==> src/rtl/pmbist_microcode_container.sv <==
// Programmable memory-BIST sequencer: a writable microcode store executed one
// instruction per clock, emitting registered NOP/WRITE/READ ops with X/Y address and data.
module pmbist_microcode_container #(
  parameter int AX_WIDTH = 2,
  parameter int AY_WIDTH = 2,
  parameter int D_WIDTH  = 2,
  parameter int UC_DEPTH = 16,
  parameter int UC_W     = 12
) (
  input  logic                        clk,
  input  logic                        rst_n,
  input  logic                        i_ucode_we,
  input  logic [$clog2(UC_DEPTH)-1:0] i_ucode_addr,
  input  logic [UC_W-1:0]             i_ucode_wdata,
  output logic [UC_W-1:0]             o_ucode_rdata,
  input  logic                        i_start,
  output logic [1:0]                  o_op_cmd,
  output logic [AX_WIDTH-1:0]         o_addr_x,
  output logic [AY_WIDTH-1:0]         o_addr_y,
  output logic [D_WIDTH-1:0]          o_data,
  output logic                        o_done
);

  localparam int UA_W = $clog2(UC_DEPTH);
  localparam int IW   = AX_WIDTH + AY_WIDTH;

  localparam logic [1:0] OP_NOP  = 2'd0;
  localparam logic [1:0] FL_NEXT = 2'd0;
  localparam logic [1:0] FL_LOOP = 2'd1;
  localparam logic [1:0] FL_JUMP = 2'd2;

  typedef enum logic [1:0] {S_IDLE, S_RUN, S_DONE} state_t;

  state_t            state, state_nxt;
  logic [UA_W-1:0]   pc, pc_nxt;
  logic [IW-1:0]     idx, idx_nxt;
  logic              dir, dir_nxt;
  logic              bg_inv, bg_nxt;
  logic [UC_W-1:0]   store [UC_DEPTH];

  logic [1:0]          op_nxt;
  logic [AX_WIDTH-1:0] x_nxt;
  logic [AY_WIDTH-1:0] y_nxt;
  logic [D_WIDTH-1:0]  data_nxt;
  logic                done_nxt;

  // March X-scan program loaded at reset: W0 up, R0/W1 up, R1/W0 down, R0 up, then inverted pass.
  function automatic logic [UC_W-1:0] default_word(input int unsigned i);
    case (i)
      0:       default_word = UC_W'(12'h011);
      1:       default_word = UC_W'(12'h002);
      2:       default_word = UC_W'(12'h455);
      4:       default_word = UC_W'(12'h006);
      5:       default_word = UC_W'(12'h511);
      7:       default_word = UC_W'(12'h1F2);
      default: default_word = '0;
    endcase
  endfunction

  logic [UC_W-1:0] instr;
  logic [1:0]      op, flow;
  logic            dinv, y_fast, flip, idx_last, unused_bits;
  logic [UA_W-1:0] tgt_pc, pc_inc;
  logic [IW-1:0]   idx_step;

  assign instr       = store[pc];
  assign op          = instr[1:0];
  assign dinv        = instr[2];
  assign y_fast      = instr[3];
  assign flow        = instr[5:4];
  assign tgt_pc      = UA_W'(instr[9:6]);
  assign flip        = instr[10];
  assign unused_bits = ^instr[UC_W-1:11];
  assign pc_inc      = pc + UA_W'(1);
  assign idx_last    = dir ? (idx == '0) : (idx == '1);
  assign idx_step    = dir ? (idx - IW'(1)) : (idx + IW'(1));

  assign o_ucode_rdata = store[i_ucode_addr];

  always_ff @(posedge clk or negedge rst_n) begin
    if (!rst_n) state <= S_IDLE;
    else        state <= state_nxt;
  end

  always_comb begin
    state_nxt = state;
    pc_nxt    = pc;
    idx_nxt   = idx;
    dir_nxt   = dir;
    bg_nxt    = bg_inv;
    case (state)
      S_IDLE: if (i_start) begin
        state_nxt = S_RUN;
        pc_nxt    = '0;
        idx_nxt   = '0;
        dir_nxt   = 1'b0;
        bg_nxt    = 1'b0;
      end
      S_RUN: begin
        case (flow)
          FL_NEXT: begin
            pc_nxt = pc_inc;
            if (flip) begin
              dir_nxt = ~dir;
              idx_nxt = {IW{~dir}};
            end
            if (pc == UA_W'(UC_DEPTH - 1)) state_nxt = S_DONE;
          end
          FL_JUMP: pc_nxt = tgt_pc;
          default: begin
            // LOOP and LOOP_END share the not-last behaviour; they differ only at the scan end.
            if (!idx_last) begin
              idx_nxt = idx_step;
              pc_nxt  = tgt_pc;
            end else if (flow == FL_LOOP) begin
              dir_nxt = dir ^ flip;
              idx_nxt = {IW{dir ^ flip}};
              pc_nxt  = pc_inc;
            end else if (!bg_inv) begin
              bg_nxt  = 1'b1;
              dir_nxt = 1'b0;
              idx_nxt = '0;
              pc_nxt  = '0;
            end else begin
              state_nxt = S_DONE;
            end
          end
        endcase
      end
      S_DONE:  if (!i_start) state_nxt = S_IDLE;
      default: state_nxt = S_IDLE;
    endcase
  end

  always_comb begin
    op_nxt   = OP_NOP;
    x_nxt    = o_addr_x;
    y_nxt    = o_addr_y;
    data_nxt = o_data;
    done_nxt = 1'b0;
    case (state)
      S_RUN: begin
        op_nxt   = (op == 2'd3) ? OP_NOP : op;
        data_nxt = {D_WIDTH{bg_inv ^ dinv}};
        if (y_fast) begin
          y_nxt = idx[AY_WIDTH-1:0];
          x_nxt = idx[IW-1:AY_WIDTH];
        end else begin
          x_nxt = idx[AX_WIDTH-1:0];
          y_nxt = idx[IW-1:AX_WIDTH];
        end
      end
      S_DONE:  done_nxt = i_start;
      default: done_nxt = 1'b0;
    endcase
  end

  always_ff @(posedge clk or negedge rst_n) begin
    if (!rst_n) begin
      pc       <= '0;
      idx      <= '0;
      dir      <= 1'b0;
      bg_inv   <= 1'b0;
      o_op_cmd <= OP_NOP;
      o_addr_x <= '0;
      o_addr_y <= '0;
      o_data   <= '0;
      o_done   <= 1'b0;
    end else begin
      pc       <= pc_nxt;
      idx      <= idx_nxt;
      dir      <= dir_nxt;
      bg_inv   <= bg_nxt;
      o_op_cmd <= op_nxt;
      o_addr_x <= x_nxt;
      o_addr_y <= y_nxt;
      o_data   <= data_nxt;
      o_done   <= done_nxt;
    end
  end

  // Store writes are only accepted while idle so a running program cannot be altered.
  always_ff @(posedge clk or negedge rst_n) begin
    if (!rst_n) begin
      for (int i = 0; i < UC_DEPTH; i++) store[i] <= default_word(i);
    end else if (state == S_IDLE && i_ucode_we) begin
      store[i_ucode_addr] <= i_ucode_wdata;
    end
  end

endmodule

==> config.mk <==
export PLATFORM = sky130hd
export DESIGN_NAME = pmbist_microcode_container
export DESIGN_NICKNAME = d
export VERILOG_FILES = /design/src/rtl/pmbist_microcode_container.sv
export SDC_FILE = /design/constraint.sdc
export NUM_CORES = 1
export LEC_CHECK = 0
export BUFFER_PORTS_ARGS = -buffer_cell sky130_fd_sc_hd__buf_2
export CORE_ASPECT_RATIO = 0.5
export CORE_MARGIN = 5
export CORE_UTILIZATION = 50
export DETAILED_ROUTE_END_ITERATION = 12
export GPL_ROUTABILITY_DRIVEN = 0
export PLACE_DENSITY = 0.76
export SLEW_MARGIN = 40
export SYNTH_ARGS = -nofsm -noshare
export SYNTH_HDL_FRONTEND = slang
export SYNTH_SLANG_ARGS = --single-unit
==> constraint.sdc <==
create_clock -name clk -period 5.25 [get_ports clk]
set_input_delay 0.525 -clock clk [delete_from_list [all_inputs] [get_ports clk]]
set_output_delay 0.525 -clock clk [all_outputs]
set_load 0.005 [all_outputs]
==> results_tabular.tex <==
\begin{tabular}{lr}
\hline
Metric & Value \\
\hline
\multicolumn{2}{l}{\textbf{Floorplan}} \\
Area of the die & 0.02588 mm² \\
Core Region & 0.02192 mm² \\
Die boundary width & 222.6 µm \\
Initial cell density of the core & 51.54\% \\
Vertical die dimension & 116.3 µm \\
Placement row count & 38 \\
Number of ports placed on the die boundary & 41 \\
\multicolumn{2}{l}{\textbf{Layout}} \\
Number of filler cells placed in the layout & 1651 \\
Final non-filler cell area & 0.01244 mm² \\
\# nets final & 772 \\
Share of layout cells above drive strength 1 & 54.27\% \\
Antenna Diode Count & 0 \\
Area grow syn2layout & 10.14\% \\
Post-route core utilization & 56.76\% \\
\multicolumn{2}{l}{\textbf{Critical path}} \\
CP Max Fanout & 16 \\
Slowest stage cell on the critical path & dfrtp\_1 \\
Crit path max-delay family & compound AO/OA/AOI/OAI gates \\
Required time of the worst setup path & 5.63 ns \\
Chain of cells forming the critical path & inv\_1 -> and3\_1 -> o41ai\_4 -> o32ai\_1 -> a21oi\_2 -> mux2\_2 \\
Max incr delay on CP & 0.78 ns \\
Startpoint type of the worst setup path & register \\
Cell depth of the worst flop-to-flop path & 6 \\
Number of gates on the worst path with buffers counted & 6 \\
Critical path type & reg -> reg \\
Kind of end point of the critical path & register \\
Arrival time of data at the critical path endpoint & 3.53 ns \\
Combined buffer and inverter count along the critical path & 1 \\
\multicolumn{2}{l}{\textbf{Power and ir drop}} \\
Final Power & 6.984 mW \\
Static Leakage & 5.404 nW \\
IR Drop Worst-Case VDD & 234.1 µV \\
Reg power frac & 42.5\% \\
Power Density & 561.4 mW/mm² \\
Combinational fraction of design power & 36.4\% \\
Switch Pwr & 2.274 mW \\
Internal Dissipation & 4.710 mW \\
Clock share of power & 21.0\% \\
Switching fraction of total power & 32.56\% \\
\multicolumn{2}{l}{\textbf{Timing}} \\
Endpoints failing hold & 0 \\
Headroom to the max-slew limit & 41.49\% \\
Total count of max-transition violations in the final report & 0 \\
Final Hold Slack & 0.003141 ns \\
Unrepaired setup endpoints after global routing & no \\
Skew final & 0.01074 ns \\
Setup-violating endpoint count in the final report & 0 \\
FMAX & 0.3174 GHz \\
Actual transition at the worst max-transition pin & 0.8728 ns \\
Share of the clock period used by the worst path & 60.01\% \\
Minimum clock period & 3.151 ns \\
Final setup TNS & 0 ns \\
\multicolumn{2}{l}{\textbf{Clock network}} \\
Clock slew at the register clock pins of the worst setup and hold paths & 0.07 ns \\
Worst skew pair latency & 0.51 ns \\
CTS tree & done \\
Hold buffer count at cts & 0 \\
Clock net sink count & 212 \\
Count of H-tree levels built during CTS & 1 \\
CTS max path bufs & 3 \\
Post-CTS setup repair buffer count & 0 \\
Resize count post-CTS & 0 \\
Root cell of the clock tree & clkbuf\_16 \\
Clock buffers created by TritonCTS & 21 \\
\multicolumn{2}{l}{\textbf{Synth}} \\
Synth async-reset ratio & 100.0\% \\
Most frequently used cell type in the post-synthesis netlist & dfrtp\_1 \\
Synth Instances & 735 \\
Top cell type by total area after synthesis & dfrtp\_1 \\
Yosys warning total & 0 \\
Mean Syn Cell Area & 15.37 µm² \\
Post-synth EDFFs & 0 \\
Cell variety after synth & 58 \\
Area of the mapped netlist & 0.01130 mm² \\
Prevailing post-synth register cell & dfrtp\_1 \\
Synth top area cells & dfrtp\_1 43\%, mux4\_2 22\%, mux2\_2 17\% \\
Cell types with the highest counts after synthesis & 192 x dfrtp\_1, 172 x mux2\_2, 111 x mux4\_2, 33 x clkbuf\_1, 26 x nand2\_1 \\
Sequential area share after synthesis & 47.19\% \\
Net count of the mapped netlist & 759 \\
Yosys top cell area share & 42.53\% \\
Flip-flop and latch count after synthesis & 212 \\
\multicolumn{2}{l}{\textbf{Placement}} \\
Detail Placement HPWL & 16990 µm \\
Placed instance area & 0.01176 mm² \\
Count of port buffers added during placement & 40 \\
\multicolumn{2}{l}{\textbf{GRT}} \\
First-pass GRT wire length & 43880 µm \\
Global-route usage over all layers & 21.91\% \\
Initial antenna violation count & 0 \\
Largest net degree at the start of global routing & 124 \\
Grt ovf & 0 \\
Number of global-route vias before repair & 7372 \\
\multicolumn{2}{l}{\textbf{Detailed routing}} \\
Post-route DRC & 0 \\
Via Count & 6829 \\
First-pass iteration count of the detailed router & 5 \\
Drt via density & 6.436 \\
Total Wirelength & 27180 µm \\
Violation count after the first detailed-route iteration & 631 \\
ANT nets after route & 0 \\
Average wire per cell in the routed design & 25.62 µm \\
\multicolumn{2}{l}{\textbf{Run}} \\
Max-Cap Viols & 0 \\
\multicolumn{2}{l}{\textbf{Run status}} \\
Run status & finished, final reports clean \\
\multicolumn{2}{l}{\textbf{Min path}} \\
Hold Path Class & in -> async \\
\hline
\end{tabular}
==> final cells by class <==
type | count | area, µm² | share of cell area (%)
Clock inverter | 6 | 45.04 | 0.3621
Tap cell | 300 | 375.4 | 3.017
Timing Repair Buffer | 53 | 326.6 | 2.625
Clock buffer | 30 | 629.4 | 5.059
Multi-Input combinational cell | 451 | 5694 | 45.77
Inverter | 9 | 33.78 | 0.2715
Sequential cell | 212 | 5336 | 42.89
==> state kept, by name, indices dropped and copies added (netlist names) <==
| register | flops |
|---|---|
| bg_inv | 1 |
| dir | 1 |
| o_data | 1 |
| state | 2 |
| o_addr_x | 2 |
| pc | 4 |
| o_addr_y | 2 |
| o_op_cmd | 2 |
| o_done | 1 |
| store | 192 |
| idx | 4 |
==> routing by layer <==
metal | vias to the layer above | GRT usage [%] | wire (µm)
li1 | 2880 | - | -
met1 | 3654 | 30.57 | 11640
met2 | 250 | 35.88 | 12980
met3 | 45 | 5.123 | 2023
met4 | 0 | 5.139 | 533
met5 | - | 0 | 0
==> path summary, 6_finish.rpt <==
path	end	from	slack, ns
hold reg to reg	o_addr_x[0]	o_addr_x[0]	0.48
min in group clk	o_done	i_start	0.30
max in group asynchronous	pc[0]	rst_n	4.19
hold / removal	store[109]	rst_n	0.003
setup / recovery	idx[0]	pc[2]	2.10
setup reg to reg	idx[0]	pc[2]	2.10
==> layout by cell type, fill, tap and decap left out, types with 14 or more instances in the layout <==
cell | synthesis | layout
dfrtp_1 | 192 | 189
mux2_2 | 172 | 172
mux4_2 | 111 | 111
buf_2 | 10 | 37
mux2_1 | 24 | 24
nor2_1 | 22 | 22
clkbuf_16 | 0 | 22
nand2_1 | 26 | 20
dfstp_2 | 20 | 20
buf_4 | 4 | 14
==> per-stage QoR <==
| step | instances | worst slack (ns) |
|---|---|---|
| 2_1_floorplan | 735 | 2.415 |
| 3_3_place_gp | 1025 | 2.087 |
| 3_5_place_dp | 1025 | 2.159 |
| 4_1_cts | 1061 | 2.138 |
| 5_1_grt | 1061 | 1.873 |
| 6_report | 1061 | 2.099 |
==> power by group through the flow <==
stage,Clock [mW],Combinational [mW],Sequential (mW)
after floorplan,0,2.13,2.68
after global placement,0,2.45,2.90
after detailed placement,0,2.55,2.97
after CTS,1.50,2.56,2.96
after global routing,1.57,2.74,3.07
final,1.47,2.55,2.97
==> logic make-up after synthesis <==
family          share of synthesized area [%]
compound gates                          3.146
xor+xnor                               0.4653
fa+ha+maj                              0.5096
buf+inv                                 2.769
flops                                   47.19
mux                                     42.43
simple gates                            3.489
Note: power is estimated with default switching activity, not from simulation.
